`src/rtl/imm_gen_q.sv`:
```
// Decode-stage immediate extender feeding a small valid/ready FIFO, so decode
// and execute can run decoupled. A flush drops everything queued on redirect.
module imm_gen_q #(
  parameter int XLEN  = 32,
  parameter int DEPTH = 2,
  parameter int TAG_W = 32
) (
  input  logic             clk,
  input  logic             rst_n,
  input  logic             flush,
  input  logic             in_valid,
  output logic             in_ready,
  input  logic [31:0]      in_inst,
  input  logic [2:0]       in_type,
  input  logic [TAG_W-1:0] in_tag,
  output logic             out_valid,
  input  logic             out_ready,
  output logic [XLEN-1:0]  out_imm,
  output logic [TAG_W-1:0] out_tag,
  output logic             out_err
);

  localparam int PTR_W = (DEPTH > 1) ? $clog2(DEPTH) : 1;
  localparam int CNT_W = PTR_W + 1;

  typedef struct packed {
    logic [XLEN-1:0]  imm;
    logic [TAG_W-1:0] tag;
    logic             err;
  } entry_t;

  entry_t           mem_reg [DEPTH];
  logic [PTR_W-1:0] wr_ptr_reg;
  logic [PTR_W-1:0] rd_ptr_reg;
  logic [CNT_W-1:0] count_reg;

  logic [31:0] imm32_next;
  logic        err_next;
  entry_t      entry_next;
  logic        push;
  logic        pop;

  // Opcode bits never contribute to any immediate.
  logic unused_opcode;
  assign unused_opcode = ^in_inst[6:0];

  // Every format fits in a 32-bit sign-extended value; widening to XLEN is a
  // plain sign extension (zimm has bit 31 clear, so it stays zero-extended).
  always_comb begin
    imm32_next = '0;
    err_next   = 1'b0;
    unique case (in_type)
      3'd0: imm32_next = '0;
      3'd1: imm32_next = {{20{in_inst[31]}}, in_inst[31:20]};
      3'd2: imm32_next = {{20{in_inst[31]}}, in_inst[31:25], in_inst[11:7]};
      3'd3: imm32_next = {{19{in_inst[31]}}, in_inst[31], in_inst[7],
                          in_inst[30:25], in_inst[11:8], 1'b0};
      3'd4: imm32_next = {in_inst[31:12], 12'b0};
      3'd5: imm32_next = {{11{in_inst[31]}}, in_inst[31], in_inst[19:12],
                          in_inst[20], in_inst[30:21], 1'b0};
      3'd6: imm32_next = {27'b0, in_inst[19:15]};
      default: begin
        imm32_next = '0;
        err_next   = 1'b1;
      end
    endcase
  end

  assign entry_next.imm = XLEN'($signed(imm32_next));
  assign entry_next.tag = in_tag;
  assign entry_next.err = err_next;

  assign in_ready  = (count_reg != CNT_W'(DEPTH));
  assign out_valid = (count_reg != '0);
  assign push      = in_valid && in_ready;
  assign pop       = out_valid && out_ready;

  assign out_imm = mem_reg[rd_ptr_reg].imm;
  assign out_tag = mem_reg[rd_ptr_reg].tag;
  assign out_err = mem_reg[rd_ptr_reg].err;

  always_ff @(posedge clk) begin
    if (!rst_n) begin
      wr_ptr_reg <= '0;
      rd_ptr_reg <= '0;
      count_reg  <= '0;
    end else if (flush) begin
      wr_ptr_reg <= '0;
      rd_ptr_reg <= '0;
      count_reg  <= '0;
    end else begin
      if (push) wr_ptr_reg <= wr_ptr_reg + PTR_W'(1);
      if (pop)  rd_ptr_reg <= rd_ptr_reg + PTR_W'(1);
      unique case ({push, pop})
        2'b10:   count_reg <= count_reg + CNT_W'(1);
        2'b01:   count_reg <= count_reg - CNT_W'(1);
        default: count_reg <= count_reg;
      endcase
    end
  end

  // Storage clears on reset so the head reads zero, but survives a flush.
  generate
    for (genvar gi = 0; gi < DEPTH; gi++) begin : g_entry
      always_ff @(posedge clk) begin
        if (!rst_n) begin
          mem_reg[gi] <= '0;
        end else if (!flush && push && (wr_ptr_reg == PTR_W'(gi))) begin
          mem_reg[gi] <= entry_next;
        end
      end
    end
  endgenerate

endmodule

```
`config.mk`:
```
export PLATFORM = sky130hd
export DESIGN_NAME = imm_gen_q
export DESIGN_NICKNAME = d
export VERILOG_FILES = /design/src/rtl/imm_gen_q.sv
export SDC_FILE = /design/constraint.sdc
export NUM_CORES = 1
export LEC_CHECK = 0
export BUFFER_PORTS_ARGS = -buffer_cell sky130_fd_sc_hd__buf_2
export CORE_MARGIN = 1.5
export CORE_UTILIZATION = 49
export CTS_CLUSTER_DIAMETER = 150
export DETAILED_ROUTE_END_ITERATION = 8
export GPL_TIMING_DRIVEN = 0
export PLACE_DENSITY = 0.76
export SETUP_SLACK_MARGIN = 0.02
export SLEW_MARGIN = 40
export SYNTH_ARGS = -nofsm -noshare
export SYNTH_HDL_FRONTEND = slang
export SYNTH_SLANG_ARGS = --single-unit
```
`constraint.sdc`:
```
create_clock -name clk -period 6.7 [get_ports clk]
set_clock_uncertainty 0.2 [all_clocks]
set_input_delay 1.34 -clock clk [delete_from_list [all_inputs] [get_ports clk]]
set_output_delay 1.34 -clock clk [all_outputs]
set_load 0.1 [all_outputs]
```
After elaboration in Yosys (flattened, before gate mapping)

Memory sizes are Yosys's and may differ from the RTL's. A register that Yosys moved wholly into a read port is not among the register bits.
Cells that the tools add are included.

Flip-flop bits (word level): 4
Bits in writable memories: 130
Output and inout bits: 67
Word-level logic and storage cells: 46
Memories: 1

Add/subtract/negate cells: 4
Eq/ne operators: 9
Mux-type cells: 14
Bitwise operators: 4
Reductions and logical operators: 11

Memories:

| memory  | words | bits a word | read ports | clocked after Yosys merged registers in | wr ports | line | RTL |
|---|---|---|---|---|---|---|---|
| mem_reg | 2     | 65          | 1          | 1                                       | 2        | 32   | `entry_t mem_reg [DEPTH];` |

Operators by type and width:

| cell                                                                  | count |
|---|---|
| 32-bit one-hot mux with 6 select lines                                | 1 |
| 65-bit two-way mux                                                    | 2 |
| 1-bit two-way mux                                                     | 10 |
| 3-bit equality test, second input constant                            | 3 |
| 7-bit OR reduction                                                    | 1 |
| 3-bit by 2-bit equality test with 1-bit output, second input constant | 2 |
| 1-bit logical AND                                                     | 5 |
| 2-bit one-hot mux with 2 select lines                                 | 1 |
| 2-bit nonzero test                                                    | 2 |
| 3-bit by 1-bit equality test with 1-bit output, second input constant | 1 |
| 3-bit zero test                                                       | 1 |
| 1-bit adder, second input constant                                    | 2 |
| 2-bit by 1-bit adder with 2-bit output, second input constant         | 1 |
| 2-bit by 1-bit equality test with 1-bit output, second input constant | 1 |
| 2-bit equality test, second input constant                            | 1 |
| 2-bit != test, second input constant                                  | 1 |
| 1-bit NOT                                                             | 2 |
| 1-bit bitwise OR                                                      | 2 |
| 2-bit OR reduction                                                    | 1 |
| 2-bit by 1-bit subtractor with 2-bit output, second input constant    | 1 |
| 1-bit zero test                                                       | 1 |

Longest topological paths before layout

Gate-level depths: netlist (run 1).

Depth in word-level cells: 8
Mapped depth: 7
Gate-level depth less buffers: 7

Worst setup path before layout (run 1)

Ideal clock, no wire load.

Kind: input port to flip-flop
Start: input port in_valid
End: memory mem_reg[0][0] (netlist bit), enable pin
Data arrival time: 6.330 ns
Required time: 5.922 ns
Setup slack: -0.407 ns
Cell stages on the path: 3
Cell sequence: inv_1 -> or3_1 -> o21ai_0

RTL lines:

| element         | line | RTL |
|---|---|---|
| start, declared | 11   | `input logic in_valid,` |
| end, declared   | 32   |  |

==> metrics, run 1 <==
status finished, final reports clean; fin nets 675; Ys Warns 0; CTS root buf clkbuf_16; switching share of power 0.287; fin util 0.645; Seq/Total Area, Yosys 0.652; Crit path buffers/inverters 3; GRT overflow 0; Mapped Cells 444; final slew viol count 0; fin crit share 0.569; top-area cell type share of the netlist area 0.636; placed cell area 0.00723 mm²; Fmax 0.262 GHz; Die X 115 µm; relative slew slack 0.538; CP required 5.16 ns; Crit path depth 4; crit-path cells clkbuf_1, buf_2, mux2_2, buf_2; antenna violations before repair 0; global-route wire length before repair 20.7 mm; Core Area 0.0121 mm²; Area growth syn-to-layout 27.3%; Clk pin slew, worst setup/hold paths 0.05 ns; Sw Pwr 0.000659 W; Post-CTS Setup Inserts 0; Total Power 0.00230 W; kind of critical path reg2out; CTS sink cnt 135; Die Y-Extent 115 µm; reg2reg path depth 5; Rows 40; combinational share of power 0.176; DR iter-0 viols 213; Slowest-stage cell, CP clkbuf_1; routed len/inst 16.8 µm; minimum clock period 3.81 ns; # setup viols final 0; drt via density 5.23; asr flop ratio synth 0; synth unique cells 37; layout cell share with drive strength beyond 1 0.423; # Max-Cap Violations 0; leakage 3.16 nW; routability cong. 0.822; number of global-route vias before repair 4159; GRT Resource Usage Total 0.208; Clk pwr share 0.397; Hold Crit Depth 2; Vias 4094; First-pass DRT Iterations 5; port bufs 131; delay-heaviest family, CP buffers and inverters; Initial Utilization 0.507; post-synth top area cell edfxtp_1; worst endpoint data arrival time 2.27 ns; Final Hold Fails 0; total die area 0.0132 mm²; CTS Hold Bufs 0; Mapped Area 0.00614 mm²; Avg Cell Area, Syn 13.8 µm²; CTS Buf Count 17; CTS tree done; Slew @ Worst Pin 0.687 ns; clock insertion delay at the later pin of the skew report 0.41 ns; CP startpoint kind flip-flop; Setup crit end kind output pin; maximum VDD drop 165 µV; EDFF count, synth 130; Critical Path Most Common Cell buf_2; Max Root-Sink Buffers 2; #FFs+latches synth 135; H-tree lvl count 4; DRC 0; maximum fanout along the worst path 10; WL final 13.2 mm; Pint 0.00164 W; num ports 139; CP max stage delay 0.47 ns; Synthesized Nets 517; sequential power share 0.427; Ant. Diodes 0; PD cells 294 mW/mm²; DPL Wire Length 9.24 mm; Hold Slack 0.322 ns; main area contributors after synthesis edfxtp_1 (64%), mux2_2 (12%), and2_1 (6.5%); Hold Path Class reg2reg; Synth Flop Type edfxtp_1; PostCTS Resize Cnt 0; largest net degree at the start of global routing 17; Final Cell Area 0.00782 mm²; RSZ-0062 raised after global routing no; Largest register FFs 130; post-route ant nets 0
## layer usage
metal	part of all wire	global-route usage	up-vias
li1	-	-	1940
met1	0.42	0.260	2034
met2	0.53	0.361	98
met3	0.033	0.0416	22
met4	0.015	0.0782	0
met5	0	0	-
## cell families after synthesis
family | Yosys count | synth area share
flops | 135 | 0.652
compound gates | 51 | 0.0532
buf+inv | 34 | 0.0275
xor+xnor | 4 | 0.00571
simple gates | 154 | 0.140
fa+ha+maj | 1 | 0.00204
mux | 65 | 0.119
## per-stage QoR
| stage | worst slack [ns] | cells | TNS [ns] |
|---|---|---|---|
| 5_1_grt | 2.76 | 783 | 0 |
| 3_5_place_dp | 3.28 | 751 | 0 |
| 2_1_floorplan | 1.35 | 444 | 0 |
| 4_1_cts | 2.83 | 783 | 0 |
| 3_3_place_gp | -0.477 | 743 | -41.97 |
| 6_report | 2.89 | 783 | 0 |
## synthesized netlist by cell type (all sizes together), types with 2 or more instances
| cell type | n |
|---|---|
| mux2 | 65 |
| xor2 | 2 |
| and2 | 64 |
| o21ai | 11 |
| or3 | 2 |
| nand2 | 13 |
| dfxtp | 5 |
| inv | 3 |
| buf | 14 |
| clkbuf | 17 |
| xnor2 | 2 |
| a211oi | 5 |
| edfxtp | 130 |
| and3b | 4 |
| a22oi | 8 |
| nand3 | 2 |
| and4b | 7 |
| or2 | 2 |
| a21oi | 24 |
| nor2b | 6 |
| nor2 | 47 |
## worst reg2reg max path, stage by stage (launching register included)
cell and delay (ns):
dfxtp_1 0.44, nor2b_2 0.10, or3_1 0.37, o21ai_4 0.47
buf_16 0.22, buf_8 0.18
## final timing paths
path,startpoint,end,slack (ns)
max,flip-flop,out_imm[11],2.89
min,rd_ptr_reg,rd_ptr_reg,0.32
max reg2reg,count_reg[0],mem_reg[0][27],4.42
min reg2reg,rd_ptr_reg,rd_ptr_reg,0.32
## area by class of cell
cell class                      count  area (µm²)
Sequential cell                   135        4000
Tap cell                          168         210
Clock inverter                     15         160
Buffer                             31         158
Fill cell                         956        4300
Multi-Input combinational cell    275        2000
Timing Repair Buffer              139         851
Inverter                            3        11.3
Clock buffer                       17         425
## power by group through the flow
stage          sequential (W)  combinational, W  clock (W)
2_1_floorplan         0.00100          0.000314          0
3_5_place_dp          0.00100          0.000404          0
6_report             0.000982          0.000404   0.000914
4_1_cts              0.000983          0.000406   0.000924
3_3_place_gp          0.00100          0.000381          0
5_1_grt              0.000986          0.000421   0.000962
## cells in the final DEF, fill, tap and decap left out, types with 3 or more instances in the layout
cell / netlist / routed
a211oi_1: 5 / 5
nor2_1: 47 / 47
mux2_2: 65 / 65
a22oi_1: 8 / 8
clkinv_2: 0 / 3
a21oi_2: 8 / 8
clkinv_1: 0 / 4
clkinvlp_4: 0 / 3
and3b_1: 4 / 4
nor2b_1: 5 / 5
edfxtp_1: 130 / 130
clkbuf_1: 17 / 17
a21oi_1: 16 / 16
inv_1: 3 / 3
and4b_1: 7 / 7
dfxtp_1: 5 / 5
clkbuf_16: 0 / 17
o21ai_0: 10 / 8
bufinv_16: 0 / 3
buf_6: 4 / 4
buf_2: 9 / 140
and2_1: 64 / 64
buf_16: 0 / 6
nand2_1: 13 / 13
(Power assumes the default switching activity.)
==> run 2, diff against run 1 <==
Settings changed: CORE_UTILIZATION 49 to 50, PLACE_DENSITY 0.76 to 0.75.
Clock period 6.7 ns to 3.8 ns, I/O delays scaled along.
==> metrics, run 2 (synthesis gave the netlist of run 1 again) <==
status finished, final reports clean; fin crit share 0.843; H-tree lvl count 4 (unchanged); global-route wire length before repair 20.7 mm (-0.17%); CTS sink cnt 135 (unchanged); CP required 2.84 ns (-2.32 ns); Initial Utilization 0.511 (+0.00423); Fmax 0.312 GHz; Slew @ Worst Pin 0.584 ns (-0.103 ns); minimum clock period 3.20 ns; First-pass DRT Iterations 6 (+1); largest net degree at the start of global routing 17 (unchanged); leading cell types in the layout, fill and taps excluded buf_2 (140), edfxtp_1 (130), mux2_2 (65), and2_1 (64), nor2_1 (47); PostCTS Resize Cnt 0 (unchanged); routability cong. 0.767 (-6.7%); Hold Path Class reg2reg; placed cells 732 (-2.5%); Slowest-stage cell, CP clkbuf_1; routed len/inst 16.9 µm (+0.85%); clock insertion delay at the later pin of the skew report 0.41 ns (about the same); Die X 114 µm (-0.98%); leakage 3.13 nW (-0.96%); Vias 3992 (-2.5%); drt via density 5.25 (+0.33%); Sw Pwr 0.00111 W (+69%); # Max-Cap Violations 0 (unchanged); RR Startpoint count_reg[1]; DR iter-0 viols 217 (+1.9%); total die area 0.0130 mm² (-1.9%); number of global-route vias before repair 4112 (-1.1%); worst endpoint data arrival time 2.24 ns (-0.03 ns); num ports 139 (unchanged); Post-CTS Setup Inserts 0 (unchanged); DPL Wire Length 9.10 mm (-1.4%); CP max stage delay 0.45 ns (-0.02 ns); R2R Setup Slk 1.45 ns (-2.97 ns); port bufs 131 (unchanged); CP startpoint kind flip-flop; Setup crit end kind output pin; PD cells 510 mW/mm² (+73%); Pint 0.00282 W (+72%); GRT Resource Usage Total 0.212 (+0.00336); Critical Path Most Common Cell buf_2; Ant. Diodes 0 (unchanged); relative slew slack 0.611 (+0.0726); CP Capture Point out_imm[20]; Max Root-Sink Buffers 2 (unchanged); DRC 0 (unchanged); final slew viol count 0 (unchanged); Core Area 0.0120 mm² (-0.83%); CTS Buf Count 17 (unchanged); sequential power share 0.441 (+0.014); CTS tree done; r2r endpoint mem_reg[0][43]; post-route ant nets 0 (unchanged); Clk pin slew, worst setup/hold paths 0.05 ns (about the same); fin nets 677 (+0.30%); Final WS setup 0.598 ns (-2.29 ns); worst slack, placed 0.918 ns (-2.36 ns); Rows 40 (unchanged); combinational share of power 0.179 (+0.003); crit-path cells clkbuf_1, buf_2, mux2_2, buf_2; RSZ-0062 raised after global routing no; fin util 0.641 (-0.00400); Largest register FFs 130 (unchanged); layout cell share with drive strength beyond 1 0.417 (-0.00583); WL final 12.9 mm (-2.0%); maximum fanout along the worst path 10 (unchanged); most common cell after layout, fill and taps aside buf_2; Clk pwr share 0.380 (-0.017); CTS Hold Bufs 0 (unchanged); kind of critical path reg2out; CTS root buf clkbuf_16; GRT overflow 0 (unchanged); # setup viols final 0 (unchanged); Area growth syn-to-layout 25.4%; Die Y-Extent 114 µm (-0.98%); switching share of power 0.284 (-0.00297); final instance count without filler cells 761 (-2.8%); reg2reg path depth 6 (+1); Final Hold Fails 0 (unchanged); antenna violations before repair 0 (unchanged); maximum VDD drop 320 µV (+94%)
==> run 2: cell types whose count changed in the layout (fill, tap and decap cells not counted), moves of 2 or more <==
cell	change
buf_6	+2
clkinvlp_4	-3
clkbuf_1	+6
clkinv_1	-3
buf_8	+4
buf_16	-4
==> run 2: critical path, delay by kind of cell, from the launching register on <==
family                 cells  cell delay [ns]
buffers and inverters      3             1.12
DFF                        1             0.32
muxes                      1             0.39
==> run 2: how the worst min path moves through the flow <==
stage	startpoint	endpoint	cells after the start
final	count_reg[1]	count_reg[1]	2
after global placement	count_reg[1]	count_reg[1]	2
after global routing	count_reg[1]	count_reg[1]	2
after CTS	count_reg[1]	count_reg[1]	2
after detailed placement	count_reg[1]	count_reg[1]	2
after floorplan	count_reg[1]	count_reg[1]	2
==> run 2: stage by stage <==
stage	TNS [ns]	area [µm²]	hold WS [ns]	total power [W]
final	0	7700	0.317	0.00393
after global routing	0	7700	0.366	0.00406
after CTS	0	7700	0.316	0.00396
after detailed placement	0	7180	0.308	0.00247
after global placement	-91.52	6990	0.289	0.00244
after floorplan	0	6150	0.275	0.00231
==> run 2: routing by layer <==
layer	GRT usage	vias up	wire length [µm]
li1	-	1944	-
met5	0	-	0
met1	0.263	1922	5330
met2	0.363	108	6760
met3	0.0436	18	581
met4	0.0883	0	220
==> run 2: area by class of cell <==
class	count	area, µm²
Fill cell	944	4310
Sequential cell	135	4000
Multi-Input combinational cell	275	2000
Timing Repair Buffer	141	823
Clock buffer	23	448
Tap cell	147	184
Buffer	31	158
Clock inverter	6	78.8
Inverter	3	11.3
==> run 2: power by group through the flow <==
stage	Combinational, W	Clock, W	Sequential [W]
2_1_floorplan	0.000555	0	0.00176
3_3_place_gp	0.000673	0	0.00176
3_5_place_dp	0.000706	0	0.00176
4_1_cts	0.000708	0.00152	0.00173
5_1_grt	0.000734	0.00158	0.00174
6_report	0.000704	0.00150	0.00173
